[config.mk]
export PLATFORM = sky130hd
export DESIGN_NAME = ha_array_accumulator_flat
export DESIGN_NICKNAME = d
export VERILOG_FILES = /design/src/rtl/ha_array_accumulator_if.sv /design/src/rtl/ha_array_accumulator.sv /design/src/flat_wrapper.sv
export SDC_FILE = /design/constraint.sdc
export NUM_CORES = 1
export LEC_CHECK = 0
export BUFFER_PORTS_ARGS = -buffer_cell sky130_fd_sc_hd__buf_2
export CORE_MARGIN = 5
export CORE_UTILIZATION = 58
export CTS_BUF_LIST = sky130_fd_sc_hd__clkbuf_4
export DETAILED_ROUTE_END_ITERATION = 8
export PLACE_DENSITY_LB_ADDON = 0.12
export SYNTH_ARGS = -nofsm -noshare
export SYNTH_HDL_FRONTEND = slang
export SYNTH_SLANG_ARGS = --single-unit
[constraint.sdc]
create_clock -name clk -period 5.6 [get_ports clk]
set_input_delay 1.12 -clock clk [delete_from_list [all_inputs] [get_ports clk]]
set_output_delay 1.12 -clock clk [all_outputs]
set_load 0.01 [all_outputs]
[src/rtl/ha_array_accumulator_if.sv]
// rtl/ha_array_accumulator_if.sv - row-set input and product output handshake bundle
interface ha_array_accumulator_if;
   logic        in_valid;
   logic        in_ready;
   logic [6:0]  ha_array_0_b;
   logic [6:0]  ha_array_1_b;
   logic [6:0]  ha_array_2_b;
   logic [6:0]  ha_array_3_b;
   logic [8:0]  ha_array_0_t;
   logic [8:0]  ha_array_1_t;
   logic [8:0]  ha_array_2_t;
   logic [8:0]  ha_array_3_t;
   logic        out_valid;
   logic        out_ready;
   logic [15:0] product;
   logic        overflow;

   modport master (
      output in_valid,
      output ha_array_0_b, ha_array_1_b, ha_array_2_b, ha_array_3_b,
      output ha_array_0_t, ha_array_1_t, ha_array_2_t, ha_array_3_t,
      output out_ready,
      input  in_ready,
      input  out_valid,
      input  product,
      input  overflow
   );

   modport slave (
      input  in_valid,
      input  ha_array_0_b, ha_array_1_b, ha_array_2_b, ha_array_3_b,
      input  ha_array_0_t, ha_array_1_t, ha_array_2_t, ha_array_3_t,
      input  out_ready,
      output in_ready,
      output out_valid,
      output product,
      output overflow
   );
endinterface

[src/rtl/ha_array_accumulator.sv]
// rtl/ha_array_accumulator.sv - sums weighted half-adder-array rows into a 16-bit product
module ha_array_accumulator #(
   parameter int ROWS_PER_CYCLE = 1
) (
   input logic                   clk,
   input logic                   rst,
   ha_array_accumulator_if.slave bus
);
   localparam int         NGROUPS  = 4 / ROWS_PER_CYCLE;
   localparam logic [1:0] LAST_GRP = 2'(NGROUPS - 1);

   localparam logic [1:0] IDLE = 2'd0;
   localparam logic [1:0] ACC  = 2'd1;
   localparam logic [1:0] DONE = 2'd2;

   logic [1:0]  state;
   logic [1:0]  grp_cnt;
   logic [8:0]  t_q [4];
   logic [6:0]  b_q [4];
   logic [16:0] acc;
   logic [16:0] grp_sum;
   logic [9:0]  row_val;
   int          row_idx;

   // Rows of the current group, each R_k = T_k + 4*B_k placed at weight 4^k.
   always_comb begin
      grp_sum = '0;
      row_val = '0;
      row_idx = 0;
      for (int j = 0; j < ROWS_PER_CYCLE; j++) begin
         row_idx = int'(grp_cnt) * ROWS_PER_CYCLE + j;
         row_val = {1'b0, t_q[row_idx[1:0]]} + {1'b0, b_q[row_idx[1:0]], 2'b00};
         grp_sum = grp_sum + ({7'b0, row_val} << (2 * row_idx));
      end
   end

   always_ff @(posedge clk) begin
      if (rst) begin
         state   <= IDLE;
         grp_cnt <= '0;
         acc     <= '0;
         for (int i = 0; i < 4; i++) begin
            t_q[i] <= '0;
            b_q[i] <= '0;
         end
      end else begin
         case (state)
            IDLE: begin
               if (bus.in_valid) begin
                  t_q[0]  <= bus.ha_array_0_t;
                  t_q[1]  <= bus.ha_array_1_t;
                  t_q[2]  <= bus.ha_array_2_t;
                  t_q[3]  <= bus.ha_array_3_t;
                  b_q[0]  <= bus.ha_array_0_b;
                  b_q[1]  <= bus.ha_array_1_b;
                  b_q[2]  <= bus.ha_array_2_b;
                  b_q[3]  <= bus.ha_array_3_b;
                  acc     <= '0;
                  grp_cnt <= '0;
                  state   <= ACC;
               end
            end
            ACC: begin
               acc     <= acc + grp_sum;
               grp_cnt <= grp_cnt + 2'd1;
               if (grp_cnt == LAST_GRP) begin
                  state <= DONE;
               end
            end
            DONE: begin
               if (bus.out_ready) begin
                  state <= IDLE;
               end
            end
            default: state <= IDLE;
         endcase
      end
   end

   // Gated by rst so the reset cycle itself never advertises readiness.
   assign bus.in_ready  = (state == IDLE) && !rst;
   assign bus.out_valid = (state == DONE);
   assign bus.product   = acc[15:0];
   assign bus.overflow  = acc[16];
endmodule

[src/flat_wrapper.sv]
// flat-port wrapper written by rule: the top's interface ports become plain ports
module ha_array_accumulator_flat 
#(
   parameter int ROWS_PER_CYCLE = 1
)
  (clk, rst, bus_in_valid, bus_ha_array_0_b, bus_ha_array_1_b, bus_ha_array_2_b, bus_ha_array_3_b, bus_ha_array_0_t, bus_ha_array_1_t, bus_ha_array_2_t, bus_ha_array_3_t, bus_out_ready, bus_in_ready, bus_out_valid, bus_product, bus_overflow);
  ha_array_accumulator_if bus_i ();
  input logic clk;
  input logic rst;
  input wire logic [$bits(bus_i.in_valid)-1:0] bus_in_valid;
  input wire logic [$bits(bus_i.ha_array_0_b)-1:0] bus_ha_array_0_b;
  input wire logic [$bits(bus_i.ha_array_1_b)-1:0] bus_ha_array_1_b;
  input wire logic [$bits(bus_i.ha_array_2_b)-1:0] bus_ha_array_2_b;
  input wire logic [$bits(bus_i.ha_array_3_b)-1:0] bus_ha_array_3_b;
  input wire logic [$bits(bus_i.ha_array_0_t)-1:0] bus_ha_array_0_t;
  input wire logic [$bits(bus_i.ha_array_1_t)-1:0] bus_ha_array_1_t;
  input wire logic [$bits(bus_i.ha_array_2_t)-1:0] bus_ha_array_2_t;
  input wire logic [$bits(bus_i.ha_array_3_t)-1:0] bus_ha_array_3_t;
  input wire logic [$bits(bus_i.out_ready)-1:0] bus_out_ready;
  output wire logic [$bits(bus_i.in_ready)-1:0] bus_in_ready;
  output wire logic [$bits(bus_i.out_valid)-1:0] bus_out_valid;
  output wire logic [$bits(bus_i.product)-1:0] bus_product;
  output wire logic [$bits(bus_i.overflow)-1:0] bus_overflow;
  assign bus_i.in_valid = bus_in_valid;
  assign bus_i.ha_array_0_b = bus_ha_array_0_b;
  assign bus_i.ha_array_1_b = bus_ha_array_1_b;
  assign bus_i.ha_array_2_b = bus_ha_array_2_b;
  assign bus_i.ha_array_3_b = bus_ha_array_3_b;
  assign bus_i.ha_array_0_t = bus_ha_array_0_t;
  assign bus_i.ha_array_1_t = bus_ha_array_1_t;
  assign bus_i.ha_array_2_t = bus_ha_array_2_t;
  assign bus_i.ha_array_3_t = bus_ha_array_3_t;
  assign bus_i.out_ready = bus_out_ready;
  assign bus_in_ready = bus_i.in_ready;
  assign bus_out_valid = bus_i.out_valid;
  assign bus_product = bus_i.product;
  assign bus_overflow = bus_i.overflow;
  ha_array_accumulator #(.ROWS_PER_CYCLE(ROWS_PER_CYCLE)) u_core (.clk(clk), .rst(rst), .bus(bus_i));
endmodule
Yosys cells after proc, flatten, opt, wreduce, memory -nomap -nowiden

Memories as Yosys holds them, arrays and structs flattened. A register that Yosys moved wholly into a read port is not among the register bits.
Index checks and enable logic that the tools add are counted.

Register bits after elaboration: 21
Bits in latches: 0
RAM bits: 64
Bits in read-only memories: 0
Input bits: 68
Output and inout bits: 19
Logic and storage cells: 55
Memories: 2

Memories:

| name       | words | bits a word | rd ports | clocked after Yosys merged registers in | wr ports | line                       | source |
|---|---|---|---|---|---|---|---|
| u_core.t_q | 4     | 9           | 1        | 1                                       | 4        | ha_array_accumulator.sv:18 | `logic [8:0] t_q [4];` |
| u_core.b_q | 4     | 7           | 1        | 1                                       | 4        | ha_array_accumulator.sv:19 | `logic [6:0] b_q [4];` |

$add $sub $neg: 3
Multipliers: 0
Divide/modulo/power cells: 0
$lt $le $gt $ge: 0
Eq/ne operators: 6
Shifts and indexed selects: 1
Mux-type cells: 26
Bitwise operators: 8
Reductions and logical operators: 6

Operators with widths:

| operator                                             | number |
|---|---|
| 2-to-1 mux 9 bit                                     | 4 |
| case mux 17 bit (2 select lines)                     | 1 |
| 2-to-1 mux 7 bit                                     | 4 |
| adder 17 bit                                         | 1 |
| 2-to-1 mux 17 bit                                    | 1 |
| left shift 10 x 3 -> 17 bit                          | 1 |
| 2-to-1 mux 2 bit                                     | 8 |
| adder 9 x 9 -> 10 bit                                | 1 |
| OR 1 bit                                             | 8 |
| 2-to-1 mux 1 bit                                     | 6 |
| case mux 2 bit (3 select lines)                      | 1 |
| equality test 2 bit (second input constant)          | 2 |
| != test 2 bit (second input constant)                | 2 |
| case mux 2 bit (2 select lines)                      | 1 |
| AND reduction 3 bit                                  | 1 |
| adder 2 x 1 -> 2 bit (second input constant)         | 1 |
| equality test 2 x 1 -> 1 bit (second input constant) | 1 |
| zero test 2 bit                                      | 1 |
| != test 2 x 1 -> 1 bit (second input constant)       | 1 |
| AND reduction 2 bit                                  | 1 |
| nonzero test 2 bit                                   | 1 |
| logical AND 1 bit                                    | 1 |
| zero test 1 bit                                      | 1 |

Depth between registers and ports, before layout

Gate-level depths: netlist of the first run.

Word-level depth: 5
Depth in mapped cells: 17
Gate-level depth less buffers: 16

Worst setup path after synthesis of the first run

OpenSTA, ideal clock, no wires.

Kind: in2reg
From: in bus_in_valid
To: mem u_core.b_q[0][0] (enable)
Setup time: 501 ps
Arrival: 4198 ps
Data required time: 5099 ps
Slack: 901 ps
Cell stages on the path: 2
Path buffers: 0
Cells stage by stage: nand2b_1 o21bai_1

RTL lines:

| what            | line                       | source |
|---|---|---|
| start, declared | flat_wrapper.sv:10         | `input wire logic [$bits(bus_i.in_valid)-1:0] bus_in_valid;` |
| end, declared   | ha_array_accumulator.sv:19 |  |

==> impl_metrics.toml, run 1 <==
[synthesis]
syn_nets = 514
synth_area_um2 = 4820
ys_ff_latch = 87
netlist_instances = 420
synth_area_per_cell_um2 = 11.5
synth.top_cell.area_share = 0.399
synth_area_leader_cell = "edfxtp_1"
synth_most_common_cell = "and2_1"
synth_cell_types = 56
async_flop_share = 0
synth_edf_count = 64
synth_commonest_cells = "and2_1, edfxtp_1, ha_1"
yosys-top-cells-area = "edfxtp_1, dfxtp_1, and2_1"
yosysWarnings = 0
synth_flop_cell = "edfxtp_1"
yosysSeqAreaShare = 0.494

[hold_path]
holdPathEnd = "u_core.acc[9]"
hold_path_depth = 2
min_path_type = "flop to flop"
hold_path_startpoint = "u_core.acc[9]"

[finish]
final_nets = 594
final_cell_area_um2 = 5500
drive_above_1_share = 0.261
post-route-util = 0.672
syn2layout_area_growth_pct = 14.0
n_antenna_cell = 0

[floorplanning]
start_util = 0.589
dieArea_um2 = 10200
die_x_um = 101
rows = 33
pin_count = 87
dieHeight_um = 101
core_area_um2 = 8180

[clock_tree]
post_cts_resized = 0
hold_buffers = 0
clk_pin_slew_ps = 150
htreeDepth = 3
numClockSinks = 87
clockBufferDepth = 2
cts_setup_buffers = 0
cts_root_buffer = "clkbuf_4"
insertion_delay_ps = 420
cts_tree = "yes"
cts_buffers = 9

[setup_path]
path_class = "flop to flop"
critPathLaunchType = "flop"
critPathArrivalTime_ps = 5060
r2r_cells = 16
reg2reg_to = "u_core.acc[16]"
crit_path_top_delay_cell = "dfxtp_1"
cp.required_ps = 5940
cp_max_fo = 16
crit_family = "compound AO/OA/AOI/OAI gates"
worstSetupEndpointType = "flop"
path_cells = "mux4_2 > ha_1 > fa_1 > a21o_1 > a21oi_1 > nand3b_1 > nand3_1 > mux2_2 > o21a_1 > ha_1 > nand2_1 > o21a_1 > o22a_1 > o41ai_2 > a21oi_1 > a21bo_1"
critPathMaxStageDelay_ps = 820
r2r_slack_ps = 880
crit_buf_inv = 0

[sta]
tightest_slew_ps = 789
fin_crit_sh = 0.843
hold_viol = 0
fmax_mhz = 212
slew-limit-headroom = 0.474
setup_tns_ps = 0
fin_skew_ps = 23.0
fin_crit_ps = 4720
setup_ws_ps = 878
setup_violations = 0
slew_violations = 0
rsz0062_at_grt = "false"

[route]
wirelength_um = 9550
drc = 0
antenna_left = 0
via_per_inst = 5.57
dr.first_iter.drc_count = 244
vias = 3398
firstDrtPassIters = 5
routedWlPerCell_um = 15.7

[placement]
place_ws_ps = 931
portBuffers = 86
placed_area_um2 = 5350
routabilityCongestion = 0.896
dp_hpwl_um = 7160

[global_route]
grt_pass1_vias = 3463
grt_max_degree = 66
antenna_found_initial = 0
grtUsageTotal = 0.198
grt_overflow = 0
grt_pass1_wl_um = 16100

[power_and_ir_drop]
peakVddDrop_mv = 0.128
p_leak_nw = 2.38
power_density_nw_per_um2 = 282

[run_status]
status = "finished, final reports clean"

[flow_run]
drv_cap = 0
placed cells by master, fill, tap and decap left out, types with 3 or more instances in the layout:
cell type  netlist  final
dfxtp_1         23     23
nand4_1          3      3
buf_2            2     86
mux4_2          17     17
o21ai_0          6      6
and2_1          65     65
a21oi_1         23     23
clkbuf_4         0      9
o21a_1           3      3
nor3_1           6      5
nand2_1         20     20
edfxtp_1        64     64
nand3_1          8      8
ha_1            24     24
buf_4            0      5
nor2b_1          4      4
inv_1           12     12
nor2_1          22     22
o21ai_1         15     15
nand2b_1         4      4
a22oi_1          6      6
xnor2_1         10     10
mux2i_1          7      7
o21bai_1         4      3
a21o_1           7      7
xor2_1           5      5
and3_1           5      5
a31oi_1          3      3
flip-flops by register name, summed over array words and instances, names as in the netlist, named ones only:
register / flops
u_core.acc: 17
u_core.b_q: 28
u_core.grp_cnt: 2
u_core.state: 2
u_core.t_q: 36
through the flow:
stage / hold slack, ps / power (mW) / cells
2_1_floorplan: 485 / 1.08 / 420
3_3_place_gp: 456 / 1.18 / 594
3_5_place_dp: 469 / 1.19 / 594
4_1_cts: 487 / 1.56 / 610
5_1_grt: 499 / 1.64 / 610
6_report: 485 / 1.55 / 610
kinds of logic after synthesis:
logic type / count (synthesis) / share of synthesized area
AND/OR/NAND/NOR: 148 / 0.170
multiplexers: 25 / 0.0963
AO/OA/AOI/OAI: 84 / 0.114
adder cells (fa/ha/maj): 26 / 0.0706
buffers and inverters: 35 / 0.0278
flip-flops: 87 / 0.494
XOR/XNOR: 15 / 0.0273
tightest hold or removal path: stages, from the launching register on:
cell,delay (ps)
dfxtp_1,360
nand2_1,60
o21ai_1,50
area by class of cell:
type	count	area [um^2]
Tap cell	105	131
Inverter	13	48.8
Clock buffer	9	67.6
Timing Repair Buffer	91	468
Clock inverter	7	78.8
Fill cell	640	2680
Multi-Input combinational cell	298	2320
Sequential cell	87	2380
power by group:
| part | leakage [nW] | switching [mW] | internal, mW |
|---|---|---|---|
| clock network | 0.0765 | 0.228 | 0.142 |
| logic | 1.42 | 0.224 | 0.185 |
| registers | 0.878 | 0.0261 | 0.743 |
worst max path at each step:
stage | from | end | slack (ps) | depth (start not counted)
2_1_floorplan | bus_in_valid | u_core.b_q[0][0] | 900 | 2
5_1_grt | flop | u_core.acc[16] | 600 | 16
4_1_cts | flop | u_core.acc[16] | 910 | 16
3_3_place_gp | flop | u_core.acc[16] | 1030 | 16
3_5_place_dp | flop | u_core.acc[16] | 930 | 16
6_report | flop | u_core.acc[16] | 880 | 16
per-layer routing:
layer,track usage,vias to the layer above,wire [um]
met1,0.259,1582,4100
li1,-,1701,-
met3,0.0434,11,522
met4,0.0511,0,124
met2,0.337,104,4810
met5,0,-,0
No activity file was read; power rests on OpenSTA's default activity.
==> inputs of run 2 (changes only) <==
Settings changed: CORE_UTILIZATION 58 to 52.
Clock period 5.6 ns to 3.8 ns, I/O delays scaled along.
==> impl_metrics.toml, run 2 (same netlist as run 1, synthesis figures left out) <==
[floorplanning]
dieArea_um2 = 11300
pin_count = 87
dieHeight_um = 106
rows = 35
die_x_um = 106
start_util = 0.526
core_area_um2 = 9150

[setup_path]
worstSetupEndpointType = "flop"
path_cells = "mux4_2 > ha_4 > fa_2 > a21o_1 > a21oi_2 > nand3b_1 > nand3_2 > mux2_4 > o21a_1 > ha_4 > nand2_2 > o21a_1 > o22a_1 > o41ai_2 > a21oi_1 > a21bo_1"
r2r_cells = 16
path_class = "flop to flop"
crit_path_top_delay_cell = "mux4_2"
critPathMaxStageDelay_ps = 550
cp_max_fo = 5
cp.required_ps = 4150
critPathLaunchType = "flop"
critPathArrivalTime_ps = 4420

[route]
firstDrtPassIters = 4
dr.first_iter.drc_count = 81
routedWlPerCell_um = 15.6
vias = 3603
drc = 0
antenna_left = 0
via_per_inst = 5.33
wirelength_um = 10500

[placement]
dp_cells = 651
dp_hpwl_um = 7760
placed_area_um2 = 5770
routabilityCongestion = 0.879
portBuffers = 86

[run_status]
violations = "negative setup slack"
status = "finished, violations left"

[clock_tree]
htreeDepth = 3
cts_buffers = 9
cts_root_buffer = "clkbuf_4"
cts_tree = "yes"
insertion_delay_ps = 440
hold_buffers = 0
clockBufferDepth = 2
numClockSinks = 87
clk_pin_slew_ps = 150

[finish]
final_common_cell = "buf_2"
n_antenna_cell = 0
final_cell_area_um2 = 6250
regMostFlops = "u_core.t_q"
drive_above_1_share = 0.398
final_nets = 654
largest_reg_flops = 36
syn2layout_area_growth_pct = 29.7
instances_no_fill = 676
layout_common_cells = "buf_2, and2_1, edfxtp_1"
largestRegisters = "u_core.t_q: 36 flops, u_core.b_q: 28 flops, u_core.acc: 17 flops"

[sta]
fin_crit_ps = 4080
setup_violations = 8
fin_skew_ps = 17.9
tightest_slew_ps = 902
rsz0062_at_grt = "true"
slew-limit-headroom = 0.396
fin_crit_sh = 1.07
hold_viol = 0
slew_violations = 0
setup_ws_ps = -278
fmax_mhz = 245

[hold_path]
min_path_type = "flop to flop"
hold_path_depth = 2

[global_route]
grt_overflow = 0
grt_pass1_wl_um = 17300
grtUsageTotal = 0.193
grt_pass1_vias = 3723
grt_max_degree = 66
antenna_found_initial = 0

[power_and_ir_drop]
peakVddDrop_mv = 0.188
p_leak_nw = 2.75
power_density_nw_per_um2 = 414

[flow_run]
drv_cap = 0
run 2: cell types whose count changed in the layout (fill, tap and decap cells not counted), sizes merged:
cell / before / now
buf: 91 / 151
bufinv: 1 / 2
clkinv: 3 / 2
clkinvlp: 1 / 0
inv: 15 / 16
run 2: path summary, 6_finish.rpt:
kind | slack [ps] | end | start
min reg2reg | 490 | u_core.acc[11] | u_core.acc[11]
max reg2reg | -280 | u_core.acc[16] | flop
max | -280 | u_core.acc[16] | flop
min | 490 | u_core.acc[11] | u_core.acc[11]
run 2: cell type report:
cell class	instances	area, um^2
sequential	87	2390
timing repair buffer	151	968
clock buffer	9	67.6
multi-input combinational	298	2540
clock inverter	7	103
tap	111	139
fill	704	2900
inverter	13	48.8
run 2: power breakdown:
part,internal (mW),switching [mW]
clock network,0.278,0.346
registers,1.10,0.0382
logic,0.437,0.397
total,1.81,0.781
run 2: critical path, delay by kind of cell (launching register included):
family | cells | cell delay (ps)
AO/OA/AOI/OAI | 8 | 1640
adder cells (fa/ha/maj) | 3 | 840
multiplexers | 2 | 830
flip-flops | 1 | 420
AND/OR/NAND/NOR | 3 | 270
run 2: per-layer routing:
layer | GRT usage | wire (um) | share of wire
met1 | 0.239 | 4560 | 0.43
met2 | 0.346 | 5460 | 0.52
met3 | 0.0407 | 370 | 0.035
met4 | 0.0463 | 133 | 0.013
met5 | 0 | 0 | 0
run 2: timing repair:
item                                    in CTS  in global routing
endpoints found under the setup margin       9                  9
pin swaps                                    2                 21
resized for setup                           14                 35
buffers inserted                             3                  6
run 2: stage by stage:
step | utilization | power (mW) | hold slack [ps] | worst slack, ps | setup TNS (ps)
finish | 0.683 | 2.59 | 485 | -278 | -875
global route | 0.683 | 2.74 | 492 | -460 | -2560
CTS | 0.658 | 2.54 | 487 | -230 | -491
detailed placement | 0.630 | 1.89 | 466 | -361 | -1890
global placement | 0.630 | 1.87 | 452 | -238 | -1080
floorplan | - | 1.61 | 485 | -286 | -286
